File: src/rtl/dns_responder.sv
// dns_responder: authoritative nameserver model.
// A small table of address->IP records is loaded through a one-cycle write
// port and searched sequentially, one slot per cycle, when a query arrives.
//
// Handshakes: a transfer happens on a rising edge where valid and ready are
// both high. The query port (query_valid/query_ready) and the record port
// (rec_wr_en/rec_wr_ready) are serviced only in IDLE, and a write wins over
// a simultaneous query. The response (resp_valid/resp_ready) is held stable
// from the edge resp_valid rises until the edge where resp_ready is seen.
module dns_responder #(
  parameter int DEPTH  = 8,
  parameter int ADDR_W = 8,
  parameter int IP_W   = 8
) (
  input  logic                     clk,
  input  logic                     rst,
  input  logic                     query_valid,
  input  logic [ADDR_W-1:0]        query_addr,
  output logic                     query_ready,
  output logic                     resp_valid,
  input  logic                     resp_ready,
  output logic                     resp_found,
  output logic [IP_W-1:0]          resp_ip,
  output logic [7:0]               resp_latency,
  input  logic                     rec_wr_en,
  input  logic [ADDR_W-1:0]        rec_wr_addr,
  input  logic [IP_W-1:0]          rec_wr_ip,
  output logic                     rec_wr_ready,
  output logic [$clog2(DEPTH):0]   table_count,
  output logic                     table_full
);

  localparam int IDX_W = $clog2(DEPTH);
  localparam int CNT_W = IDX_W + 1;

  typedef enum logic [1:0] {
    ST_IDLE    = 2'd0,
    ST_SCAN    = 2'd1,
    ST_RESPOND = 2'd2
  } state_t;

  // FSM state, visible hierarchically as dns_responder.state_q
  state_t              state_q, state_d;

  // Record table
  logic [DEPTH-1:0]    valid_q, valid_d;
  logic [ADDR_W-1:0]   key_q [DEPTH];
  logic [ADDR_W-1:0]   key_d [DEPTH];
  logic [IP_W-1:0]     ip_q  [DEPTH];
  logic [IP_W-1:0]     ip_d  [DEPTH];
  logic [CNT_W-1:0]    count_q, count_d;
  logic [IDX_W-1:0]    victim_q, victim_d;

  // Scan context
  logic [IDX_W-1:0]    idx_q, idx_d;
  logic [ADDR_W-1:0]   qaddr_q, qaddr_d;
  logic [7:0]          lat_q, lat_d;

  // Registered response
  logic                resp_valid_q, resp_valid_d;
  logic                resp_found_q, resp_found_d;
  logic [IP_W-1:0]     resp_ip_q, resp_ip_d;
  logic [7:0]          resp_lat_q, resp_lat_d;

  // Write-side lookup results
  logic                wr_hit;
  logic [IDX_W-1:0]    wr_hit_idx;
  logic                wr_free;
  logic [IDX_W-1:0]    wr_free_idx;
  logic                wr_fire;
  logic                q_fire;
  logic                scan_hit;
  logic                tbl_full;

  assign query_ready  = (state_q == ST_IDLE) && !rec_wr_en;
  assign rec_wr_ready = (state_q == ST_IDLE);
  assign wr_fire      = rec_wr_en && rec_wr_ready;
  assign q_fire       = query_valid && query_ready;
  assign tbl_full     = (count_q == CNT_W'(DEPTH));
  assign scan_hit     = valid_q[idx_q] && (key_q[idx_q] == qaddr_q);

  assign resp_valid   = resp_valid_q;
  assign resp_found   = resp_found_q;
  assign resp_ip      = resp_ip_q;
  assign resp_latency = resp_lat_q;
  assign table_count  = count_q;
  assign table_full   = tbl_full;

  // Parallel key match and lowest free slot; descending loop lets the lowest index win
  always_comb begin
    wr_hit      = 1'b0;
    wr_hit_idx  = '0;
    wr_free     = 1'b0;
    wr_free_idx = '0;
    for (int i = DEPTH - 1; i >= 0; i--) begin
      if (valid_q[i] && (key_q[i] == rec_wr_addr)) begin
        wr_hit     = 1'b1;
        wr_hit_idx = IDX_W'(i);
      end
      if (!valid_q[i]) begin
        wr_free     = 1'b1;
        wr_free_idx = IDX_W'(i);
      end
    end
  end

  // Next-state logic for the FSM, the table and the response registers
  always_comb begin
    state_d      = state_q;
    valid_d      = valid_q;
    key_d        = key_q;
    ip_d         = ip_q;
    count_d      = count_q;
    victim_d     = victim_q;
    idx_d        = idx_q;
    qaddr_d      = qaddr_q;
    lat_d        = lat_q;
    resp_valid_d = resp_valid_q;
    resp_found_d = resp_found_q;
    resp_ip_d    = resp_ip_q;
    resp_lat_d   = resp_lat_q;

    case (state_q)
      ST_IDLE: begin
        if (wr_fire) begin
          if (wr_hit) begin
            ip_d[wr_hit_idx] = rec_wr_ip;
          end else if (wr_free) begin
            valid_d[wr_free_idx] = 1'b1;
            key_d[wr_free_idx]   = rec_wr_addr;
            ip_d[wr_free_idx]    = rec_wr_ip;
            count_d              = count_q + CNT_W'(1);
          end else begin
            key_d[victim_q] = rec_wr_addr;
            ip_d[victim_q]  = rec_wr_ip;
            victim_d        = victim_q + IDX_W'(1);
          end
        end
        if (q_fire) begin
          qaddr_d = query_addr;
          idx_d   = '0;
          lat_d   = 8'd1;
          state_d = ST_SCAN;
        end
      end

      ST_SCAN: begin
        if (scan_hit) begin
          resp_valid_d = 1'b1;
          resp_found_d = 1'b1;
          resp_ip_d    = ip_q[idx_q];
          resp_lat_d   = lat_q;
          state_d      = ST_RESPOND;
        end else if (idx_q == IDX_W'(DEPTH - 1)) begin
          resp_valid_d = 1'b1;
          resp_found_d = 1'b0;
          resp_ip_d    = '0;
          resp_lat_d   = lat_q;
          state_d      = ST_RESPOND;
        end else begin
          idx_d = idx_q + IDX_W'(1);
          if (lat_q != 8'hFF) begin
            lat_d = lat_q + 8'd1;
          end
        end
      end

      ST_RESPOND: begin
        if (resp_ready) begin
          resp_valid_d = 1'b0;
          state_d      = ST_IDLE;
        end
      end

      default: begin
        state_d = ST_IDLE;
      end
    endcase
  end

  // State registers; reset clears control, valid bits and the response
  always_ff @(posedge clk) begin
    key_q   <= key_d;
    ip_q    <= ip_d;
    idx_q   <= idx_d;
    qaddr_q <= qaddr_d;
    lat_q   <= lat_d;
    if (rst) begin
      state_q      <= ST_IDLE;
      valid_q      <= '0;
      count_q      <= '0;
      victim_q     <= '0;
      resp_valid_q <= 1'b0;
      resp_found_q <= 1'b0;
      resp_ip_q    <= '0;
      resp_lat_q   <= '0;
    end else begin
      state_q      <= state_d;
      valid_q      <= valid_d;
      count_q      <= count_d;
      victim_q     <= victim_d;
      resp_valid_q <= resp_valid_d;
      resp_found_q <= resp_found_d;
      resp_ip_q    <= resp_ip_d;
      resp_lat_q   <= resp_lat_d;
    end
  end

endmodule
File: config.mk
export PLATFORM = sky130hd
export DESIGN_NAME = dns_responder
export DESIGN_NICKNAME = d
export VERILOG_FILES = /design/src/rtl/dns_responder.sv
export SDC_FILE = /design/constraint.sdc
export NUM_CORES = 1
export LEC_CHECK = 0
export BUFFER_PORTS_ARGS = -buffer_cell sky130_fd_sc_hd__buf_2
export CAP_MARGIN = 20
export CORE_AREA = 2 2 132 134
export CTS_CLUSTER_SIZE = 14
export DETAILED_ROUTE_END_ITERATION = 8
export DIE_AREA = 0 0 134 136
export PLACE_DENSITY = 0.73
export SLEW_MARGIN = 20
export SYNTH_ARGS = -nofsm -noshare
export SYNTH_HDL_FRONTEND = slang
export SYNTH_SLANG_ARGS = --single-unit
File: constraint.sdc
create_clock -name clk -period 5.1 [get_ports clk]
set_input_delay 0.255 -clock clk [delete_from_list [all_inputs] [get_ports clk]]
set_output_delay 0.255 -clock clk [all_outputs]
set_load 0.02 [all_outputs]
; After elaboration in Yosys (flattened, before gate mapping)
; Cells that the tools add are included.
[op_classes]
addsub = 4
order_cmp = 10
n_eq_ne = 20
mux = 80
n_bitwise = 7
n_reduce_logical = 31
[op_table]
columns = cell, count
row1 = $bwmux 64, 5
row2 = $mux 64, 3
row3 = $mux 8, 15
row4 = $demux 8 s3, 3
row5 = $eq 8x8->1, 9
row6 = $mux 3, 19
row7 = $bmux 8 s3, 2
row8 = $mux 1, 23
row9 = $ge 4x4->1 const B, 4
row10 = $logic_and 1x1->1, 16
row11 = $not 3->4, 4
row12 = $pmux 8 s2, 1
row13 = $lt 4x1->1 const B, 3
row14 = $reduce_and 4->1, 3
row15 = $reduce_and 3->1, 3
row16 = $add 8x1->8 const B, 1
row17 = $lt 3x4->1 const B, 2
row18 = $mux 2, 4
row19 = $ne 2x2->1 const B, 4
row20 = $ne 8x8->1 const B, 1
row21 = $or 8x8->8, 1
row22 = $add 3x1->3 const B, 2
row23 = $pmux 2 s3, 1
row24 = $pmux 3 s2, 1
row25 = 17 further kinds, 22
[word_totals]
register_bits = 182
input_bits = 29
output_inout_bits = 25
wordCells = 179

; Logic depth before layout (Yosys ltp)
; Gate-level depths: netlist (run 1).
[logic_depth]
depth_word = 17
depth_mapped = 12
ltp_nobuf = 8

; Worst setup path after synthesis (run 1)
; No wires, ideal clock.
[synth_timing]
path_type = input-to-reg
from = input rec_wr_addr[4]
to = register ip_q[0] (netlist name), enable pin
setup_time_ps = 395
arrival_ps = 2960
required_ps = 4705
setup_slack_ps = 1745
stages = 10
n_path_buf = 2
path_cell_list = buf_2 > clkbuf_1 > xnor2_1 > nand3_1 > nor3_1 > a21oi_1 > or4_1 > nand2_1 > mux2i_1 > nor4_1
[synth_rtl]
columns = item, line
row1 = "start, declared", 26  ; input logic [ADDR_W-1:0] rec_wr_addr,
row2 = "end signal, assigned", 184  ; ip_q <= ip_d;
row3 = "end, declared", 49  ; logic [IP_W-1:0] ip_q [DEPTH];

; Worst setup path after layout (run 1)
[layout_timing]
from = register idx_q[1]
to = register lat_q[0], enable pin
[layout_between]
elab_chain_cells = 8
word_cells_on_any_way = 12
classes_between = 4 x eq/ne / 5 x mux / 1 x bitwise / 2 x reduce/logical
[layout_lines]
columns = item, line
row1 = "start, declared", 55  ; logic [IDX_W-1:0] idx_q, idx_d;
row2 = "start signal, assigned", 185  ; idx_q <= idx_d;
row3 = $not 3->4 (not written as such), 80  ; assign scan_hit = valid_q[idx_q] && (key_q[idx_q] == qaddr_q);
row4 = $bmux 8 s3, 80
row5 = $mux 8 (not written as such) (2 in series), 80
row6 = $eq 8x8->1, 80
row7 = $logic_and 1x1->1, 80
row8 = $ne 2x2->1 (no line), --
row9 = $reduce_and 5->1 (no line) *, --
row10 = "end signal, assigned", 187  ; lat_q <= lat_d;
row11 = "end, declared", 57  ; logic [7:0] lat_q, lat_d;
; Every way passes the cells marked *; elsewhere a longest branch is shown, timed or not. The select of a mux whose other input is x is not followed.
; A chain may end at the register's enable or synchronous reset.

==> results.json, run 1 <==
{
  "status": "completed",
  "synth_nets": 784,
  "die_y_um": 136,
  "maxCapViolations": 0,
  "first_pass_iters": 5,
  "hp-class": "input port to register",
  "htree_levels": 4,
  "synth_warnings": 0,
  "antennaDiodeCount": 0,
  "cp_slowest_stage_delay_ns": 1.02,
  "fill_cells": 1336,
  "period_minus_slack_ns": 4.110,
  "power_density_nw_per_um2": 314.9,
  "start_util_pct": 54.86,
  "critPathBufInv": 0,
  "cts_setup_buffers": 0,
  "critical-path-slowest-cell": "edfxtp_1",
  "ff2ff_setup_slack_ns": 0.99,
  "grt_start_max_net_pins": 36,
  "drive_gt1_share_pct": 17.55,
  "ir_worst_vdd_mv": 0.2409,
  "dpl_cell_area_um2": 9703,
  "path_max_fanout": 19,
  "slew_viol_final": 0,
  "synth_edf_count": 147,
  "die_w_um": 134,
  "worst_slew_pin_slew_ns": 1.101,
  "clock.fmax_mhz": 243.3,
  "hpwl_um": 16120,
  "finalHoldViolations": 0,
  "numCtsBuffers": 17,
  "final_cell_mix": "edfxtp_1, and2_1, nor2_1",
  "r2r.worst_path.cells": 7,
  "r2r_start": "idx_q[1]",
  "synth-seq-cells": 182,
  "ant_nets": 0,
  "tritoncts": "done",
  "path_cells": "mux4_2 -> mux2i_1 -> xor2_1 -> nand4_1 -> nor4_4 -> a21oi_2 -> o21a_1",
  "reg2reg_to": "lat_q[0]",
  "drc": 0,
  "grt_pass1_wl_um": 35070,
  "grt_pass1_vias": 6224,
  "fin_crit_sh_pct": 80.58,
  "startpoint": "idx_q[1]",
  "fin_nets": 837,
  "layoutNonFillerInstCount": 1040,
  "synth-async-reset-ratio_pct": 0,
  "cp_num_cells": 7,
  "die_area_um2": 18220,
  "track_usage_pct": 25.98,
  "grt-ovfl-total": 0,
  "clock_sinks": 182,
  "yosysUniqueCellTypes": 53,
  "root_buffer": "clkbuf_16",
  "grt_antenna_before_repair": 0,
  "place_inst": 999,
  "cts.repair.resized": 0,
  "avgRoutedWirePerCell_um": 21.77,
  "pin_count": 54,
  "rsz0062_at_grt": "false",
  "max-slew-margin-rel_pct": 26.61,
  "crit_arrival_ns": 4.22,
  "finalSetupTns_ns": 0,
  "required_ns": 5.21,
  "routed_wirelength_um": 22640,
  "dr_total_vias": 6211,
  "critPathTopFamily": "compound AO/OA/AOI/OAI gates",
  "io_buffer_count": 53,
  "clk_latency_ns": 0.45,
  "avgSynthCellArea_um2": 12.36,
  "critPathCapture": "lat_q[0]",
  "synth_ff_type": "edfxtp_1",
  "core-area_um2": 16880,
  "via_per_inst": 5.972,
  "end_kind": "register",
  "setup_viol": 0,
  "ys_seq_area_share_pct": 55.24,
  "leakage_nw": 3.629,
  "layout_commonest_cell": "edfxtp_1",
  "row_count": 48,
  "areaGrowthSynthToFinish_pct": 11.96,
  "cts_max_path_buffers": 2,
  "clk_pin_slew_ns": 0.08,
  "netlist_area_um2": 9259,
  "start_kind": "register",
  "final_area_um2": 10370,
  "finClkSkew_ns": 0.01335,
  "drt_iter0_drc": 699,
  "routabilityCongestion": 0.9437,
  "crit_type": "register to register",
  "syn_inst": 749,
  "cts_hold_buf": 8
}
==> worst min path at each step <==
stage	startpoint	endpoint	slack (ns)	cells after the start
2_1_floorplan	query_addr[0]	qaddr_q[0]	0.35	0
3_3_place_gp	query_addr[1]	qaddr_q[1]	0.43	1
3_5_place_dp	query_addr[3]	qaddr_q[3]	0.43	1
4_1_cts	resp_ready	state_q[1]	0.09	3
5_1_grt	resp_ready	state_q[1]	0.10	3
6_report	resp_ready	state_q[1]	0.09	3
==> through the flow <==
stage	util, %	hold WS, ns	power (mW)	setup WS, ns
5_1_grt	61.43	0.1047	3.360	0.7758
3_5_place_dp	57.50	0.4346	2.007	1.012
6_report	61.43	0.09490	3.265	0.9903
3_3_place_gp	57.37	0.4347	1.996	1.039
2_1_floorplan	-	0.3539	1.910	1.745
4_1_cts	61.35	0.09051	3.276	0.9928
==> report_power, final <==
part | leakage [nW] | switching, mW | internal [mW]
logic | 1.75 | 0.178 | 0.137
clock network | 0.263 | 0.634 | 0.648
registers | 1.62 | 0.0376 | 1.63
==> cell usage after synthesis (all sizes together), types with 4 or more instances <==
master	count	share of area, %
nand4	17	1.1
mux2i	17	1.8
edfxtp	147	48
nand3	24	1.4
clkbuf	23	0.93
xnor2	62	5.9
mux4	34	8.5
ha	6	0.81
mux2	8	0.97
o21ai	9	0.49
nor4	6	0.57
nand2	33	1.3
buf	18	1.4
a22oi	9	0.73
nor3	17	0.92
a21oi	19	1.1
nor2b	37	2.5
nor2	68	2.8
nand2b	4	0.27
inv	9	0.36
and2	98	6.6
dfxtp	35	7.6
xor2	19	1.8
==> kinds of logic after synthesis <==
family / share of synthesized area (%)
simple gates: 18.50
flops: 55.24
xor+xnor: 7.662
mux: 11.28
compound gates: 3.825
buf+inv: 2.676
fa+ha+maj: 0.8108
==> routing by layer <==
metal  routed length [µm]  vias to the layer above  share of wire (%)  global-route usage [%]
met4                  752                        0                3.3                   11.82
met2                11380                      253                 50                   43.82
met1                 9161                     3099                 40                   32.66
li1                     -                     2803                  -                       -
met5                    0                        -                  0                       0
met3                 1351                       56                6.0                   5.071
==> layout make-up <==
class                   instances  area, µm²  area share, %
clock buffers                  18      429.2          4.140
clock inverters                14      141.4          1.364
inverters                       9      33.78         0.3259
multi-input cells             517       3908          37.69
flip-flops and latches        182       5115          49.34
well taps                     225      281.5          2.716
repair buffers                 75      457.9          4.418
==> flip-flops by register name, indices dropped and copies added (netlist names) <==
| signal | count |
|---|---|
| idx_q | 3 |
| ip_q | 64 |
| key_q | 64 |
| lat_q | 8 |
| qaddr_q | 8 |
| resp_found | 1 |
| resp_ip | 8 |
| resp_latency | 8 |
| resp_valid | 1 |
| state_q | 2 |
| table_count | 4 |
| valid_q | 8 |
| victim_q | 3 |
==> worst reg2reg max path, stage by stage (launching register included) <==
cell,delay [ns]
edfxtp_1,1.02
mux4_2,0.70
mux2i_1,0.26
xor2_1,0.11
nand4_1,0.25
nor4_4,0.14
a21oi_2,0.81
o21a_1,0.48
No activity file was read; power rests on OpenSTA's default activity.
==> inputs of run 2 (changes only) <==
clock period = 4.22 ns   (was 5.1 ns; I/O delays follow)
==> run 2 against run 1 <==
Effect of this change: register-to-register slack worse by 0.35 ns; critical endpoint is now ip_q[61]; hold slack worse by 0.036 ns; clock power grew 27%; sequential power is 20% higher; routed wire length down 3.9%; clock skew is 0.0034 ns lower; global-route usage fell by 0.95 points; total power grew 23%; fmax increased by 15%; first-iteration DRC count decreased by 12%; setup slack worse by 0.35 ns.
==> results.json, run 2 (synthesis results as in run 1) <==
{
  "max-slew-margin-rel_pct": 33.28,
  "r2r_start": "valid_q[0]",
  "clock.fmax_mhz": 279.0,
  "antennaDiodeCount": 0,
  "core-area_um2": 16880,
  "htree_levels": 4,
  "maxCapViolations": 0,
  "clk_latency_ns": 0.44,
  "routabilityCongestion": 0.9545,
  "finalHoldViolations": 0,
  "path_max_fanout": 12,
  "via_per_inst": 5.899,
  "ir_worst_vdd_mv": 0.3011,
  "numCtsBuffers": 17,
  "die_w_um": 134,
  "dp_slack_ns": 0.6738,
  "finalSetupTns_ns": 0,
  "ff2ff_setup_slack_ns": 0.64,
  "grt-ovfl-total": 0,
  "row_count": 48,
  "ant_nets": 0,
  "drc": 0,
  "io_buffer_count": 53,
  "min_from": "resp_ready",
  "min_to": "state_q[1]",
  "fin_nets": 844,
  "reg2reg_to": "ip_q[61]",
  "final_cell_mix": "edfxtp_1, and2_1, nor2_1",
  "worst_slack_ns": 0.6358,
  "first_pass_iters": 5,
  "drt_iter0_drc": 615,
  "areaGrowthSynthToFinish_pct": 12.54,
  "clock_sinks": 182,
  "track_usage_pct": 25.02,
  "end_kind": "register",
  "power_density_nw_per_um2": 384.9,
  "status": "completed",
  "period_minus_slack_ns": 3.584,
  "clk_pin_slew_ns": 0.07,
  "drive_gt1_share_pct": 18.13,
  "holdPathStages": 3,
  "slew_viol_final": 0,
  "rsz0062_at_grt": "false",
  "cts_max_path_buffers": 2,
  "root_buffer": "clkbuf_16",
  "crit_type": "register to register",
  "leakage_nw": 3.830,
  "avgRoutedWirePerCell_um": 20.78,
  "grt_pass1_wl_um": 34360,
  "grt_antenna_before_repair": 0,
  "required_ns": 4.31,
  "layout_commonest_cell": "edfxtp_1",
  "fin_crit_sh_pct": 84.93,
  "tritoncts": "done",
  "dr_total_vias": 6176,
  "setup_viol": 0,
  "hp-class": "input port to register",
  "pin_count": 54,
  "r2r.worst_path.cells": 8,
  "crit_arrival_ns": 3.68,
  "finClkSkew_ns": 0.009969,
  "die_y_um": 136,
  "worst_slew_pin_slew_ns": 1.001,
  "hpwl_um": 15170,
  "grt_start_max_net_pins": 36,
  "grt_pass1_vias": 6082,
  "start_kind": "register",
  "top_regs": "ip_q (64), key_q (64)",
  "die_area_um2": 18220,
  "routed_wirelength_um": 21760,
  "start_util_pct": 54.86
}
[run 2: cell count changes in the layout (fill, tap and decap cells not counted), sizes merged]
cell,previous run,this run
buf,66,73
bufinv,0,2
clkbuf,19,18
clkinvlp,5,1
inv,15,18
[run 2: cell type report]
type                    instances  area, µm²
well taps                     225      281.5
inverters                       9      33.78
clock inverters                15      165.2
repair buffers                 82      503.0
clock buffers                  17      425.4
fillers                      1304       6456
multi-input cells             517       3896
flip-flops and latches        182       5115
[run 2: worst max-delay path by stage]
stage                   startpoint  endpoint  slack [ns]  depth (start not counted)
floorplan           rec_wr_addr[4]   ip_q[0]        0.91                         10
global placement        valid_q[0]  ip_q[61]        0.74                          8
detailed placement      valid_q[0]  ip_q[61]        0.67                          8
CTS                     valid_q[0]  ip_q[61]        0.66                          8
global route            valid_q[0]  ip_q[61]        0.47                          8
finish                  valid_q[0]  ip_q[61]        0.64                          8
[run 2: power by group]
group          leakage [nW]  total (mW)  internal (mW)  switching (mW)
combinational          1.81       0.382          0.168           0.214
clock                 0.291        1.62          0.890           0.726
sequential             1.73        2.01           1.97          0.0438
total                  3.83        4.01           3.03           0.983
[run 2: stage by stage]
stage          util (%)  instances  hold WS, ns  power (mW)  instance area (µm²)
5_1_grt           61.74       1047      0.08102       4.137                10420
3_5_place_dp      57.73       1006       0.3898       2.425                 9742
4_1_cts           61.70       1046      0.04698       4.030                10410
2_1_floorplan         -        749       0.3099       2.311                 9259
6_report          61.74       1047      0.05927       4.011                10420
3_3_place_gp      57.73       1006       0.3903       2.416                 9742
[run 2: what timing repair did]
action | CTS | global route
hold endpoints to repair | 8 | 0
buffers inserted | 0 | 0
resized for setup | 0 | 0
hold buffers | 8 | 0
[run 2: critical path, stage by stage, from the launching register on]
cell     delay (ns)
dfxtp_1        0.62
and3_1         0.39
and4_1         0.33
nand3_1        0.18
o41ai_2        0.26
buf_4          0.26
nand4_1        0.11
a21oi_1        0.59
and2_1         0.48
[run 2: layer usage]
| metal | routed length (µm) | GRT usage (%) | part of all wire, % | vias up |
|---|---|---|---|---|
| met2 | 10650 | 41.60 | 49 | 248 |
| met3 | 1119 | 3.318 | 5.1 | 56 |
| met1 | 9171 | 32.98 | 42 | 3041 |
| li1 | - | - | - | 2831 |
| met5 | 0 | 0 | 0 | - |
| met4 | 814 | 11.52 | 3.7 | 0 |
==> inputs of run 3 (changes only) <==
CORE_AREA = 2 2 133 135   (was 2 2 132 134)
DIE_AREA = 0 0 135 137   (was 0 0 134 136)
PLACE_DENSITY = 0.75   (was 0.73)
clock period = 2.9 ns   (was 4.22 ns; I/O delays follow)
==> run 3 against run 2 <==
Effect of this change: routed wire length up 12%; via count up 4.0%; sequential power up 45%; non-clock buffer count up 46; final cell count up 4.4%; utilization up 2.7 points; highest routed layer unchanged.
==> results.json, run 3 (synthesis results as in run 1) <==
{
  "clock_sinks": 182,
  "hpwl_um": 17520,
  "finalPower_mw": 5.902,
  "min_from": "rec_wr_ip[2]",
  "first_pass_iters": 5,
  "worst_slew_pin_slew_ns": 0.6518,
  "grt_pass1_vias": 6332,
  "holdPathStages": 2,
  "maxCapViolations": 0,
  "period_minus_slack_ns": 2.851,
  "dr_total_vias": 6423,
  "required_ns": 3.20,
  "dpl_cell_area_um2": 10180,
  "dp_slack_ns": 0.01745,
  "power_density_nw_per_um2": 537.0,
  "track_usage_pct": 27.04,
  "areaGrowthSynthToFinish_pct": 18.72,
  "clk_latency_ns": 0.44,
  "die_w_um": 135,
  "grt_start_max_net_pins": 36,
  "tritoncts": "done",
  "ir_worst_vdd_mv": 0.4484,
  "antennaDiodeCount": 0,
  "grt_antenna_before_repair": 0,
  "ff2ff_setup_slack_ns": 0.05,
  "final_cell_mix": "edfxtp_1, and2_1, nor2_1",
  "crit_arrival_ns": 3.15,
  "fin_crit_sh_pct": 98.31,
  "final_area_um2": 10990,
  "avgRoutedWirePerCell_um": 22.22,
  "pin_count": 54,
  "fin_nets": 890,
  "reg2reg_to": "resp_ip[5]",
  "fill_cells": 1287,
  "numCtsBuffers": 17,
  "grt-ovfl-total": 0,
  "max-slew-margin-rel_pct": 56.55,
  "finClkSkew_ns": 0.01319,
  "path_max_fanout": 15,
  "final-seq-area_um2": 5115,
  "die_y_um": 137,
  "slew_viol_final": 0,
  "hp-class": "input port to register",
  "min_to": "ip_q[50]",
  "routed_wirelength_um": 24280,
  "clock.fmax_mhz": 350.8,
  "end_kind": "register",
  "drive_gt1_share_pct": 24.54,
  "via_per_inst": 5.876,
  "status": "completed",
  "crit_type": "register to register",
  "row_count": 48,
  "rsz0062_at_grt": "true",
  "core-area_um2": 17060,
  "whs_ns": 0.07190,
  "die_area_um2": 18500,
  "worst_slack_ns": 0.04897,
  "layout_commonest_cell": "edfxtp_1",
  "drt_iter0_drc": 592,
  "root_buffer": "clkbuf_16",
  "r2r_start": "idx_q[1]",
  "top_regs": "ip_q (64), key_q (64)",
  "ant_nets": 0,
  "io_buffer_count": 53,
  "setup_viol": 0,
  "leakage_nw": 4.038,
  "multi_input_area_um2": 3990,
  "cts_max_path_buffers": 2,
  "htree_levels": 4,
  "clk_pin_slew_ns": 0.07,
  "routabilityCongestion": 0.9807,
  "drc": 0,
  "r2r.worst_path.cells": 12,
  "finalHoldViolations": 0,
  "start_kind": "register",
  "grt_pass1_wl_um": 36360,
  "start_util_pct": 54.28
}
run 3: changes by cell type in the layout (fill, tap and decap cells not counted), moves of 4 or more:
cell	previous run	this run
nor3_2	0	5
inv_6	7	3
buf_12	0	9
buf_4	20	55
nor3_1	17	12
run 3: layout make-up:
class / instances / share of cell area (%)
sequential: 182 / 46.53
multi-input combinational: 517 / 36.30
timing repair buffer: 128 / 8.958
clock buffer: 17 / 3.870
tap: 225 / 2.561
clock inverter: 15 / 1.468
inverter: 9 / 0.3073
run 3: repair_timing:
| action | 4_1_cts | 5_1_grt |
|---|---|---|
| resized for setup | 0 | 17 |
| hold endpoints to repair | 9 | 0 |
| hold buffers | 9 | 0 |
| setup endpoints to repair | 0 | 103 |
| setup buffers | 0 | 4 |
run 3: how the worst max path moves through the flow:
stage              startpoint    endpoint  slack, ns  depth (start not counted)
4_1_cts              idx_q[1]  resp_ip[1]       0.02                         11
6_report             idx_q[1]  resp_ip[5]       0.05                         12
3_3_place_gp   rec_wr_addr[2]    ip_q[35]     -0.008                         10
3_5_place_dp   rec_wr_addr[0]    ip_q[46]       0.02                         10
2_1_floorplan      valid_q[1]    ip_q[16]      -0.04                          8
5_1_grt              idx_q[1]  resp_ip[6]      -0.04                         12
run 3: report_power, final:
group	internal, mW	total (mW)	switching [mW]
Combinational	0.299	0.667	0.367
Sequential	2.87	2.91	0.0441
Clock	1.22	2.33	1.11
Total	4.39	5.90	1.52
run 3: per-stage QoR:
stage          util [%]  setup TNS (ns)  std cells
2_1_floorplan         -         -0.3519        749
3_3_place_gp      59.70        -0.06286       1047
3_5_place_dp      59.70               0       1047
4_1_cts           63.67               0       1088
5_1_grt           64.44         -0.1166       1093
6_report          64.44               0       1093
run 3: routing by layer:
| metal | share of wire (%) | wire (µm) | global-route usage [%] |
|---|---|---|---|
| met5 | 0 | 0 | 0 |
| met4 | 3.8 | 926 | 11.81 |
| met3 | 5.4 | 1304 | 4.407 |
| met2 | 51 | 12400 | 46.73 |
| met1 | 40 | 9651 | 33.80 |
run 3: worst max-delay path, stage by stage (launching register included):
cell       delay (ns)
edfxtp_1         0.40
buf_4            0.16
clkbuf_16        0.17
mux4_2           0.51
mux2i_1          0.15
buf_4            0.15
xor2_1           0.15
nand4_1          0.17
nor4_4           0.29
a21oi_2          0.10
buf_12           0.18
a22oi_1          0.20
nor2_1           0.06
